===== src/rtl/dual_clock_reg_bank_pkg.sv =====
// -----------------------------------------------------------------------------
// dual_clock_reg_bank_pkg
// Shared constants and types for the dual-port register bank.
//   DEFAULT_DEPTH / DEFAULT_WIDTH / DEFAULT_AW : default bank geometry
//   addr_t / data_t                            : address and data word types
//                                                at the default geometry
// -----------------------------------------------------------------------------
package dual_clock_reg_bank_pkg;

    localparam int DEFAULT_DEPTH = 16;
    localparam int DEFAULT_WIDTH = 8;
    localparam int DEFAULT_AW    = $clog2(DEFAULT_DEPTH);

    typedef logic [DEFAULT_AW-1:0]    addr_t;
    typedef logic [DEFAULT_WIDTH-1:0] data_t;

endpackage : dual_clock_reg_bank_pkg


===== src/rtl/dcrb_strobe_sync.sv =====
// -----------------------------------------------------------------------------
// dcrb_strobe_sync
// Brings an asynchronous level (the port-B refresh strobe) into the clk
// domain through a two-flop synchroniser, then flags every level change of
// the synchronised value with a one-cycle pulse.
// Ports:
//   clk         in   sampling clock, rising edge
//   rst_n       in   asynchronous active-low reset, clears all three flops
//   level_async in   asynchronous level to be watched
//   pulse       out  high for one clk cycle after each synchronised change
// -----------------------------------------------------------------------------
module dcrb_strobe_sync (
    input  logic clk,
    input  logic rst_n,
    input  logic level_async,
    output logic pulse
);

    logic sync_meta;   // first stage, may go metastable
    logic sync_level;  // second stage, safe to use
    logic prev_level;  // previous synchronised level for edge detection

    // NOTE: sequential state uses non-blocking assignments so every flop
    // samples the pre-edge value of its neighbour; blocking here would
    // collapse the synchroniser chain into a single stage.
    always_ff @(posedge clk or negedge rst_n) begin
        if (!rst_n) begin
            sync_meta  <= 1'b0;
            sync_level <= 1'b0;
            prev_level <= 1'b0;
        end else begin
            sync_meta  <= level_async;
            sync_level <= sync_meta;
            prev_level <= sync_level;
        end
    end

    // Both operands are flops in the clk domain, so the XOR is glitch-free
    // at the consumer. Keeping it combinational holds the overall latency
    // from a strobe transition to a refreshed output at three edges.
    assign pulse = sync_level ^ prev_level;

endmodule : dcrb_strobe_sync


===== src/rtl/dual_clock_reg_bank.sv =====
// -----------------------------------------------------------------------------
// dual_clock_reg_bank
// DEPTH x WIDTH register bank with a write/read port A and a read-only port B.
// All state lives in the CLKA domain; CLKB is only an asynchronous refresh
// strobe whose every level change (after synchronisation) reloads data_outB.
//
// Build option: define DCRB_WR_BYPASS_EN to forward data_inA onto data_outA
// when weA=1 (write-through). Without it a same-address read/write returns
// the old value, the new one appearing a cycle later. Port B never forwards.
//
// Ports:
//   CLKA      in   sole clock, rising edge
//   RSTN      in   asynchronous active-low reset
//   CLKB      in   asynchronous port-B refresh strobe (data, not a clock)
//   addrA     in   port-A write/read address
//   addrB     in   port-B read address, held stable around strobe changes
//   data_inA  in   write data
//   weA       in   write enable, active high
//   data_outA out  registered port-A read data, one-cycle latency
//   data_outB out  registered port-B read data, refreshed on strobe changes
// -----------------------------------------------------------------------------
module dual_clock_reg_bank
    import dual_clock_reg_bank_pkg::*;
#(
    parameter int DEPTH = DEFAULT_DEPTH,
    parameter int WIDTH = DEFAULT_WIDTH,
    parameter int AW    = $clog2(DEPTH)
) (
    input  logic             CLKA,
    input  logic             RSTN,
    input  logic             CLKB,
    input  logic [AW-1:0]    addrA,
    input  logic [AW-1:0]    addrB,
    input  logic [WIDTH-1:0] data_inA,
    input  logic             weA,
    output logic [WIDTH-1:0] data_outA,
    output logic [WIDTH-1:0] data_outB
);

    logic [WIDTH-1:0] mem [DEPTH];
    logic             refresh_b;

    dcrb_strobe_sync u_strobe_sync (
        .clk         (CLKA),
        .rst_n       (RSTN),
        .level_async (CLKB),
        .pulse       (refresh_b)
    );

    // NOTE: the storage is cleared by the asynchronous reset on purpose,
    // so the bank reads zero after any reset; this keeps it in flops
    // rather than a RAM macro, which is fine at this size.
    always_ff @(posedge CLKA or negedge RSTN) begin
        if (!RSTN) begin
            for (int i = 0; i < DEPTH; i++) begin
                mem[i] <= '0;
            end
        end else if (weA) begin
            mem[addrA] <= data_inA;
        end
    end

    // Port A: unconditional registered read every cycle.
    always_ff @(posedge CLKA or negedge RSTN) begin
        if (!RSTN) begin
            data_outA <= '0;
        end else begin
`ifdef DCRB_WR_BYPASS_EN
            data_outA <= weA ? data_inA : mem[addrA];
`else
            data_outA <= mem[addrA];
`endif
        end
    end

    // Port B: reload only on a synchronised strobe change, otherwise hold.
    // mem is read before this edge's write lands, so a colliding port-A
    // write is seen by port B only on the next refresh.
    always_ff @(posedge CLKA or negedge RSTN) begin
        if (!RSTN) begin
            data_outB <= '0;
        end else if (refresh_b) begin
            data_outB <= mem[addrB];
        end
    end

endmodule : dual_clock_reg_bank


===== config.mk =====
export PLATFORM = sky130hd
export DESIGN_NAME = dual_clock_reg_bank
export DESIGN_NICKNAME = d
export VERILOG_FILES = /design/src/rtl/dual_clock_reg_bank_pkg.sv /design/src/rtl/dcrb_strobe_sync.sv /design/src/rtl/dual_clock_reg_bank.sv
export SDC_FILE = /design/constraint.sdc
export NUM_CORES = 1
export LEC_CHECK = 0
export ABC_AREA = 1
export CAP_MARGIN = 20
export CORE_UTILIZATION = 38
export CTS_BUF_LIST = sky130_fd_sc_hd__clkbuf_4
export DETAILED_ROUTE_END_ITERATION = 10
export DONT_BUFFER_PORTS = 1
export PLACE_DENSITY = 0.55
export SKIP_LAST_GASP = 1
export SYNTH_ARGS = -nofsm -noshare
export SYNTH_HDL_FRONTEND = slang
export SYNTH_SLANG_ARGS = --single-unit

===== constraint.sdc =====
create_clock -name CLKA -period 1.1 [get_ports CLKA]
set_input_delay 0.33 -clock CLKA [delete_from_list [all_inputs] [get_ports CLKA]]
set_output_delay 0.33 -clock CLKA [all_outputs]
set_load 0.03 [all_outputs]

# Word-level counts from Yosys, hierarchy flattened
# Index checks and enable logic that the tools add are counted.
word_totals:
  reg_bits: 147
  latch_bits: 0
  mem_bits_rw: 0
  mem_bits_ro: 0
  inputBits: 20
  out_inout_bits: 16
  elab_cells: 37
  n_memories: 0
op_classes:
  addsub: 0
  n_mul: 0
  n_div: 0
  order_cmp: 3
  eq_ne: 0
  shift: 0
  n_mux: 9
  bitwise: 3
  reduce_logical: 1
op_table:
  columns: ["op", "count"]
  rows:
  - ["$bwmux 128", 1]
  - ["$bmux 8 s4", 2]
  - ["$mux 8", 5]
  - ["$demux 8 s4", 1]
  - ["$ge 5x5->1 const B", 2]
  - ["$not 4->5", 2]
  - ["$lt 5x1->1 const B", 1]
  - ["$logic_and 1x1->1", 1]
  - ["$xor 1x1->1", 1]

# Depth between registers and ports, before layout
# Gate-level depths: netlist (run 1).
logic_depth:
  word_depth: 6
  mapped_depth: 11
  ltp_nobuf: 8

# Hierarchy
# From an unflattened synthesis (run 1), not the netlist that was laid out.
hier_totals:
  cells_unflattened: 1005
  hier_area_um2: 7569.8
modules_own_cells:
  columns: ["mod", "n_inst", "cells_per_inst", "area_each_um2"]
  rows:
  - ["dual_clock_reg_bank", 1, 997, 7475.9]
  - ["dcrb_strobe_sync", 1, 8, 93.8]

# Worst setup path before layout (run 1)
# Ideal clock, no wire load.
synth_path:
  path_type: "input -> register"
  startpoint: "input addrB[0]"
  endpoint: "register data_outB[7]"
  setup_time_ns: 0.117
  arrival_ns: 1.300
  t_required_ns: 0.983
  setup_slack_ns: -0.317
  stages: 11
  path_buffers: 3
  cell_sequence: "buf_2 > inv_1 > buf_2 > buf_2 > nand2_1 > nand3_1 > nand3_1 > nand3_1 > nand2_1 > nand2_1 > nand2_1"
synth_via:
  elab_chain_len: 4
synth_lines:
  columns: ["item", "line", "source"]
  rows:
  - ["from (decl)", "dual_clock_reg_bank.sv:33", "input logic [AW-1:0] addrB,"]
  - ["$not 4->5 (not written as such)", "dual_clock_reg_bank.sv:83", "data_outB <= mem[addrB];"]
  - ["$bmux 8 s4", "dual_clock_reg_bank.sv:83", null]
  - ["$mux 8 (not written as such) (2 in a row)", "dual_clock_reg_bank.sv:83", null]
  - ["to (signal assigned)", "dual_clock_reg_bank.sv:83", null]
  - ["to (decl)", "dual_clock_reg_bank.sv:37", "output logic [WIDTH-1:0] data_outB"]
# No other way between the ends. The select of a mux whose other input is x is not followed.
# A chain may end at the register's enable or synchronous reset.

# Worst setup path in the final report (run 1)
layout_path:
  startpoint: "register data_outA[3]"
  endpoint: "output data_outA[3]"
layout_rtl:
  columns: ["item", "line", "source"]
  rows:
  - ["from (decl)", "dual_clock_reg_bank.sv:36", "output logic [WIDTH-1:0] data_outA,"]
  - ["from (signal assigned)", "dual_clock_reg_bank.sv:71", "data_outA <= mem[addrA];"]
# No word-level cell between the ends.

==> run metrics, run 1 <==
Clock Skew=0.0156 ns; Worst Path Required=a little under 0.8 ns; DRT iter0 DRCs=620; worst setup path start=data_outA[3]; status=finished, violations left; Tmin final=approximately 1.4 ns; Slew HR=0.747; CP endpoint=data_outA[3]; drt via density=5.17; Final Hold Violating Endpoints=147; PnR worst setup slack=-0.318 ns; most frequent cells in the layout=nand2_1, inv_1, dfrtp_1; WS Path Type=reg2out; CP Max Fanout=1; FILL cells=1938; Mapped Nets=approximately 1100; Rows=51; failing checks=hold timing, setup timing; CTS Buf Count=17; Worst-Margin Slew=0.379 ns; DRT Wirelength=26900 microns; Detailed Routing Iterations Pass 1=5; area of the mapped netlist=7750 sq um; nets=1168; RD Place Congestion=0.824; final setup violation count=18; CTS tree=built; Peak Freq=a little over 0.7 GHz; Reg2Reg Setup Slack=-0.03 ns; placed cell area=9010 sq um; vias in the first global route=roughly 7000; Syn Inst Count=1071; CP peak stage delay=0.39 ns; Static Leak=4.86 nW; final instance area=9800 sq um; initial core utilization=0.393; total stage count of the critical path=1; CTS sink count=147; Max-cap violations=0; register area share after synthesis=0.475; Power per Cell Area=1530 nW/um^2; global route overflow=0; DP HPWL=17000 microns; Area Growth Syn to Fin=26.4%; fin cells=1427; commonest non-fill, non-tap cell in the layout=nand2_1; Chip Width=145 microns; reg2reg end=data_outB[4]; Worst Reg2Reg Path Length in Cells=8; CP bufs+invs=1; cell chain of the critical path=buf_6; period utilization=1.29; RR Startpoint=mem[28]; root buffer cell=clkbuf_4; Routed Antenna Nets=0; Fin Hold WS=-0.543 ns; WP data arrival=1.09 ns; Worst VDD drop=0.000765 V; Inst Count DP=~1400; crit-path leading delay family=flip-flops; Yosys cell types=16; DIE HEIGHT=145 microns; CP max stage cell=dfrtp_1; RSZ-0062 raised after global routing=true; final core utilization=0.497; first-pass GRT wire length=a little over 40000 microns; clk buf depth=2; largest net degree at the start of global routing=148; CTS clk-pin slew, worst paths=0.13 ns; HP Class=in2async; yosys warns=0; CTS H-tree depth=4; Worst-Skew Late Latency=0.55 ns; Die Area=21000 sq um; Mapped Avg Cell Area=roughly 7.2 sq um; initial antenna violation count=1; Residual DRC=0; Critical Path Start Type=flop; mean routed wirelength per cell=18.8 microns; core area=19700 sq um; PortBufs=0; CP Capture Type=primary output; register bit total from synthesis=147; IO Pins=36; share of layout cells above drive strength 1=0.216; Max Slew Vio Count=0; gr usage total=0.272; via count=7384
## per-layer routing
layer / track usage / up-vias / routed length, microns
met3: 0.0605 / 56 / 2070
met4: 0.115 / 0 / 1050
met1: 0.367 / 3466 / 11700
li1: - / 3575 / -
met2: 0.421 / 287 / 12000
met5: 0 / - / 0
## cell families (layout without fill, tap and decap cells)
kind of cell           count (synthesis)  after routing  share of synthesized area
AND/OR/NAND/NOR                      519            519                      0.274
other                                  0              1                          0
buffers and inverters                205            295                      0.102
AO/OA/AOI/OAI                        200            200                      0.150
flip-flops                           147            147                      0.475
## worst min-delay path by stage
stage / to / cells after the start / from
final: mem[30] / 0 / RSTN
after global placement: mem[5] / 0 / RSTN
after detailed placement: mem[5] / 0 / RSTN
after CTS: mem[114] / 0 / RSTN
after global routing: mem[5] / 0 / RSTN
after floorplan: data_outA[0] / 0 / RSTN
## worst reg2reg max path: stages, from the launching register on
cell and delay, ns:
dfrtp_1 0.43, nor2_1 0.11, nor2_1 0.05, nand2_1 0.07
nand3_2 0.07, nand3_2 0.10, nand2_2 0.09, nand2_1 0.07
nand2_1 0.05
## registers in the layout (all words and copies together) (netlist names)
name and flops:
u_strobe_sync.prev_level 1, mem 128, u_strobe_sync.sync_level 1, u_strobe_sync.sync_meta 1, data_outB 8, data_outA 8
## layout make-up
type                            count  area (sq um)  share of cell area
Clock inverter                     13           141              0.0144
Timing Repair Buffer              113          1220               0.125
Multi-Input combinational cell    719          3680               0.375
Inverter                          150           587              0.0599
Clock buffer                       19           143              0.0146
Antenna cell                        1          2.50            0.000255
Tap cell                          265           332              0.0338
Sequential cell                   147          3700               0.377
## per-stage QoR
stage | setup TNS [ns] | setup slack [ns] | total power, mW | hold slack (ns)
2_1_floorplan | -2.73 | -0.113 | 9.75 | 0.0344
3_3_place_gp | -15.11 | -0.245 | 10.9 | 0.0442
3_5_place_dp | -16.44 | -0.260 | 11.0 | 0.0443
4_1_cts | -4.91 | -0.341 | 14.7 | -0.564
5_1_grt | -6.24 | -0.387 | 16.0 | -0.602
6_report | -4.54 | -0.318 | 15.0 | -0.543
## synth_stat cells
| master | number | share of area |
|---|---|---|
| a22oi_1 | 64 | 0.062 |
| buf_1 | 3 | 0.0015 |
| buf_2 | 14 | 0.0090 |
| clkbuf_1 | 38 | 0.018 |
| clkinv_1 | 1 | 0.00048 |
| dfrtp_1 | 147 | 0.47 |
| inv_1 | 148 | 0.072 |
| inv_2 | 1 | 0.00048 |
| nand2_1 | 391 | 0.19 |
| nand3_1 | 98 | 0.063 |
| nor2_1 | 20 | 0.0097 |
| nor2_2 | 2 | 0.0016 |
| nor2_4 | 6 | 0.0087 |
| nor3_1 | 1 | 0.00065 |
| o21ai_0 | 136 | 0.088 |
| or2_2 | 1 | 0.00081 |
## power breakdown
| part | internal [mW] | leakage [nW] | total [mW] | switching, mW |
|---|---|---|---|---|
| Clock | 1.58 | 0.156 | 3.61 | 2.03 |
| Combinational | 1.77 | 2.89 | 3.79 | 2.02 |
| Sequential | 6.55 | 1.81 | 7.59 | 1.05 |
## timing repair
item	4_1_cts	5_1_grt
setup endpoints to repair	28	32
setup buffers	3	12
pin swaps	14	25
hold buffers	10	1
endpoints found under the hold margin	198	148
resized for setup	41	47
Power figures use the tool's default switching activity.
==> run 2, diff against run 1 <==
Settings changed: CAP_MARGIN 20 to 5, CELL_PAD_IN_SITES_DETAIL_PLACEMENT set to 1, CELL_PAD_IN_SITES_GLOBAL_PLACEMENT set to 2, CORE_UTILIZATION 38 to 35, PLACE_DENSITY 0.55 to 0.8.
==> run 2 against run 1 <==
  * The run still ends with hold timing, setup timing left
  * Routed wire length increased by 13%
  * Register-to-register slack lost 0.04 ns
  * Cell count increased by 2.6%
  * Critical path depth shrank 1
  * Hold slack worse by 0.025 ns
  * Total power up 2.0%
  * Combinational power grew 15%
  * Sequential power is 1% higher
  * Clock-buffer cell count fell by 2
  * Sequential share of layout area decreased by 1.0 points
  * Largest cell class is now multi-input gates
  * Largest power group unchanged
==> run metrics, run 2 (synthesized netlist as in run 1, its figures left out) <==
RSZ-0062 raised after global routing=true (unchanged); Max Slew Vio Count=0 (unchanged); PnR worst setup slack=-0.344 ns (was -0.318 ns); DP HPWL=20000 microns (was 17000 microns); Worst VDD drop=0.000629 V (was 0.000765 V); final core utilization=0.463 (was 0.497); Max-cap violations=0 (unchanged); largest net degree at the start of global routing=148 (unchanged); clk buf depth=2 (unchanged); nets=1191 (was 1168); Worst Path Required=0.77 ns (about the same); root buffer cell=clkbuf_4 (unchanged); first-pass GRT wire length=46500 microns (was 41200 microns); Worst-Margin Slew=0.396 ns (was 0.379 ns); via count=7626 (was 7384); status=finished, violations left (unchanged); CTS clk-pin slew, worst paths=0.14 ns (was 0.13 ns); DRT iter0 DRCs=390 (was 620); placed cell area=9230 sq um (was 9010 sq um); WS Path Type=reg2out (unchanged); WP data arrival=1.11 ns (was 1.09 ns); PortBufs=0 (unchanged); gr usage total=0.282 (was 0.272); reg2reg end=data_outA[0] (was data_outB[4]); Die Area=22700 sq um (was 21000 sq um); Power per Cell Area=1520 nW/um^2 (was 1530 nW/um^2); Chip Width=151 microns (was 145 microns); initial core utilization=0.356 (was 0.393); global route overflow=0 (unchanged); commonest non-fill, non-tap cell in the layout=nand2_1 (unchanged); Routed Antenna Nets=0 (unchanged); Residual DRC=0 (unchanged); CTS sink count=147 (unchanged); DIE HEIGHT=151 microns (was 145 microns); most frequent cells in the layout=nand2_1, dfrtp_1, inv_1 (was nand2_1, inv_1, dfrtp_1); max reg flops=128 (unchanged); Tmin final=1.44 ns (was 1.42 ns); Worst Reg2Reg Path Length in Cells=7 (was 8); mean routed wirelength per cell=20.7 microns (was 18.8 microns); Slew HR=0.736 (was 0.747); vias in the first global route=7857 (was 6979); Final Hold Violating Endpoints=147 (unchanged); failing checks=hold timing, setup timing (unchanged); drt via density=5.21 (was 5.17); Peak Freq=0.693 GHz (was 0.705 GHz); Clock Skew=0.0228 ns (was 0.0156 ns); Detailed Routing Iterations Pass 1=5 (unchanged); Worst-Skew Late Latency=0.57 ns (was 0.55 ns); Biggest register=mem (unchanged); CP Capture Type=primary output (unchanged); Critical Path Start Type=flop (unchanged); setup TNS=-5.06 ns (was -4.54 ns); HP Class=in2async (unchanged); Reg2Reg Setup Slack=-0.07 ns (was -0.03 ns); RR Startpoint=mem[96] (was mem[28]); initial antenna violation count=1 (unchanged); Fin Hold WS=-0.568 ns (was -0.543 ns); final instance area=10100 sq um (was 9800 sq um); CTS Buf Count=17 (unchanged); CTS tree=built (unchanged); Static Leak=4.94 nW (was 4.86 nW); RD Place Congestion=0.826 (was 0.824); share of layout cells above drive strength 1=0.266 (was 0.216); DRT Wirelength=30300 microns (was 26900 microns); core area=21800 sq um (was 19700 sq um); biggest regs=mem x128, data_outA x8, data_outB x8 (unchanged); final setup violation count=21 (was 18); CP Max Fanout=2 (was 1); IO Pins=36 (unchanged); Area Growth Syn to Fin=30.1% (was 26.4%); Rows=54 (was 51); CTS H-tree depth=4 (unchanged); period utilization=1.31 (was 1.29)
run 2: changes by cell type in the layout (fill, tap and decap cells not counted), moves of 10 or more:
cell     previous run  this run
inv_1             134       122
nand2_2            16        26
buf_4              68        88
a22oi_1            36        26
nand2_1           371       359
a22oi_2            28        38
inv_2              10        21
run 2: per-layer routing:
metal | wire, microns | up-vias | track usage
met2 | 14900 | 135 | 0.483
met1 | 13700 | 3843 | 0.360
met4 | 751 | 0 | 0.109
li1 | - | 3611 | -
met3 | 975 | 37 | 0.0392
met5 | 0 | - | 0
run 2: worst max path at each step:
stage               depth (start not counted)  slack (ns)          from           end
CTS                                         1       -0.38  data_outA[0]  data_outA[0]
finish                                      0       -0.34  data_outB[4]  data_outB[4]
floorplan                                  11       -0.11      addrB[0]  data_outB[7]
global route                                1       -0.40  data_outA[0]  data_outA[0]
global placement                            8       -0.25      addrA[0]       mem[87]
detailed placement                          7       -0.29      addrA[0]       mem[82]
run 2: final cells by class:
class / instances / area (sq um)
antenna: 1 / 2.50
clock buffer: 17 / 128
clock inverter: 14 / 115
fill: 2687 / 11700
inverter: 150 / 589
multi-input combinational: 719 / 3790
sequential: 147 / 3700
tap: 280 / 350
timing repair buffer: 136 / 1410
run 2: repair_timing:
action / 4_1_cts / 5_1_grt
endpoints found under the setup margin: 30 / 37
endpoints found under the hold margin: 203 / 148
buffers inserted: 4 / 10
hold buffers: 10 / 1
pin swaps: 23 / 63
gates resized for setup: 63 / 75
run 2: metrics by stage:
step | setup WS [ns] | power, mW | instances | hold slack, ns
2_1_floorplan | -0.113 | 9.75 | 1071 | 0.0344
3_3_place_gp | -0.252 | 11.4 | 1412 | 0.0412
3_5_place_dp | -0.289 | 11.5 | 1412 | 0.0394
4_1_cts | -0.376 | 15.0 | 1452 | -0.592
5_1_grt | -0.399 | 16.2 | 1464 | -0.615
6_report | -0.344 | 15.3 | 1464 | -0.568
run 2: power breakdown:
group | internal (mW) | switching, mW
sequential | 6.55 | 1.14
combinational | 2.11 | 2.27
clock | 1.09 | 2.15
==> run 3, diff against run 2 <==
Settings changed: CORE_UTILIZATION 35 to 34, CTS_BUF_LIST sky130_fd_sc_hd__clkbuf_4 to not set, PLACE_DENSITY 0.8 to 0.78.
==> run 3 against run 2 <==
  * The flow still finishes with violations (hold timing, setup timing)
  * Cell count fell by 0.82%
  * First-iteration DRC count unchanged
  * Cell area up 2.1%
  * Critical path depth increased by 1
  * Hold slack better by 0.15 ns
  * Register-to-register slack improved by 0.03 ns
  * Clock power grew 89%
  * Core utilization increased by 0.26 points
  * Die area is 2.9% higher
  * Clock skew shrank 0.015 ns
  * Largest cell class unchanged
  * Highest routed layer unchanged
==> run metrics, run 3 (synthesized netlist as in run 1, its figures left out) <==
Peak Freq=0.751 GHz (was 0.693 GHz); WP data arrival=1.00 ns (was 1.11 ns); RD Place Congestion=0.813 (was 0.826); setup TNS=-2.60 ns (was -5.06 ns); Worst-Margin Slew=0.405 ns (was 0.396 ns); global-route met3 utilization=0.0335 (was 0.0392); CP Max Fanout=1 (was 2); status=finished, violations left (unchanged); Chip Width=153 microns (was 151 microns); met2 usage=0.461 (was 0.483); Area Growth Syn to Fin=32.8% (was 30.1%); CTS tree=built (unchanged); Clock Skew=0.00739 ns (was 0.0228 ns); final setup violation count=20 (was 21); period utilization=1.21 (was 1.31); cell chain of the critical path=buf_6; via count=7522 (was 7626); WS Path Type=reg2out (unchanged); CP Capture Type=primary output (unchanged); RSZ-0062 raised after global routing=true (unchanged); CTS clk-pin slew, worst paths=0.07 ns (was 0.14 ns); DRT iter0 DRCs=390 (unchanged); Rows=54 (unchanged); PnR worst setup slack=-0.232 ns (was -0.344 ns); initial core utilization=0.351 (was 0.356); Biggest register=mem (unchanged); Worst Path Required=0.77 ns (about the same); Int Pwr=12.2 mW (was 9.74 mW); CTS Buf Count=17 (unchanged); switching pwr=5.86 mW (was 5.55 mW); final core utilization=0.466 (was 0.463); Post-CTS Hold Fix Bufs=1 (was 10); biggest regs=mem x128, data_outA x8, data_outB x8 (unchanged); CP peak stage delay=roughly 0.42 ns; CTS H-tree depth=4 (unchanged); Max Slew Vio Count=0 (unchanged); fin cells=1452 (was 1464); Reg power frac=0.422 (was 0.503); Inst Count DP=1412 (unchanged); global route hottest layer=met2 (unchanged); CP bufs+invs=1; routing usage on met1=0.350 (was 0.360); mean routed wirelength per cell=20.4 microns (was 20.7 microns); CP max stage cell=dfrtp_1; most frequent cells in the layout=nand2_1, dfrtp_1, inv_1 (unchanged); Slew HR=0.730 (was 0.736); combinational power share=0.238 (was 0.286); PortBufs=0 (unchanged); crit-path leading delay family=flip-flops; CTS sink count=147 (unchanged); DP HPWL=20100 microns (was 20000 microns); largest net degree at the start of global routing=148 (unchanged); core area=22100 sq um (was 21800 sq um); drt via density=5.18 (was 5.21); failing checks=hold timing, setup timing (unchanged); Detailed Routing Iterations Pass 1=5 (unchanged); HP Class=in2async (unchanged); Sw Ratio=0.325 (was 0.363); FILL cells=2684 (was 2687); clk buf depth=2 (unchanged); Routed Antenna Nets=0 (unchanged); global route overflow=0 (unchanged); nets=1179 (was 1191); share of layout cells above drive strength 1=0.267 (was 0.266); Final Hold Violating Endpoints=147 (unchanged); pre-CTS WS=-0.283 ns (was -0.289 ns); gr usage total=0.268 (was 0.282); commonest non-fill, non-tap cell in the layout=nand2_1 (unchanged); root buffer cell=clkbuf_16 (was clkbuf_4); Worst-Skew Late Latency=0.43 ns (was 0.57 ns); placed cell area=9180 sq um (was 9230 sq um); Die Area=23400 sq um (was 22700 sq um); Residual DRC=0 (unchanged); IO Pins=36 (unchanged); DRT Wirelength=29700 microns (was 30300 microns); clock power share=0.340 (was 0.211); final instance area=10300 sq um (was 10100 sq um); initial antenna violation count=0 (was 1); Fin Hold WS=-0.414 ns (was -0.568 ns); Critical Path Start Type=flop (unchanged); antenna cells=0 (was 1); Static Leak=5.05 nW (was 4.94 nW); DIE HEIGHT=153 microns (was 151 microns); max reg flops=128 (unchanged); Worst VDD drop=0.000889 V (was 0.000629 V); Tmin final=1.33 ns (was 1.44 ns); first-pass GRT wire length=47400 microns (was 46500 microns); Max-cap violations=0 (unchanged); Power per Cell Area=1750 nW/um^2 (was 1520 nW/um^2); vias in the first global route=8098 (was 7857); total chip power=18.0 mW (was 15.3 mW)
## run 3: final timing paths
kind	start	to	slack (ns)	cells after the start
max	data_outA[1]	data_outA[1]	-0.23	1
min	RSTN	mem[110]	-0.41	0
max reg2reg	mem[34]	data_outA[2]	-0.04	7
min reg2reg	u_strobe_sync.sync_meta	u_strobe_sync.sync_level	0.35	0
max in group asynchronous	RSTN	data_outB[2]	1.20	0
min in group CLKA	data_inA[4]	mem[52]	0.02	2
## run 3: layout make-up
type	count	area, sq um	area share
repair buffers	124	1260	0.122
well taps	280	350	0.0340
clock buffers	20	437	0.0424
multi-input cells	719	3810	0.370
clock inverters	12	156	0.0152
flip-flops and latches	147	3690	0.359
inverters	150	589	0.0572
## run 3: repair_timing
item                                    in CTS  in global routing
buffers inserted                             4                  7
endpoints found under the setup margin      31                 32
gates resized for setup                     66                 76
hold endpoints to repair                   148                147
pin swaps                                   34                 48
## run 3: power groups by stage
stage                     Combinational, mW  Clock, mW  Sequential [mW]
after global routing                   4.82       6.41             7.73
after CTS                              4.03       6.20             7.58
final                                  4.29       6.12             7.61
after global placement                 3.73          0             7.59
after detailed placement               3.84          0             7.62
after floorplan                        2.31          0             7.44
## run 3: metal layers
| layer | part of all wire | up-vias | routed length, microns |
|---|---|---|---|
| met5 | 0 | - | 0 |
| li1 | - | 3586 | - |
| met3 | 0.027 | 43 | 792 |
| met2 | 0.50 | 119 | 14900 |
| met1 | 0.45 | 3774 | 13400 |
| met4 | 0.020 | 0 | 605 |
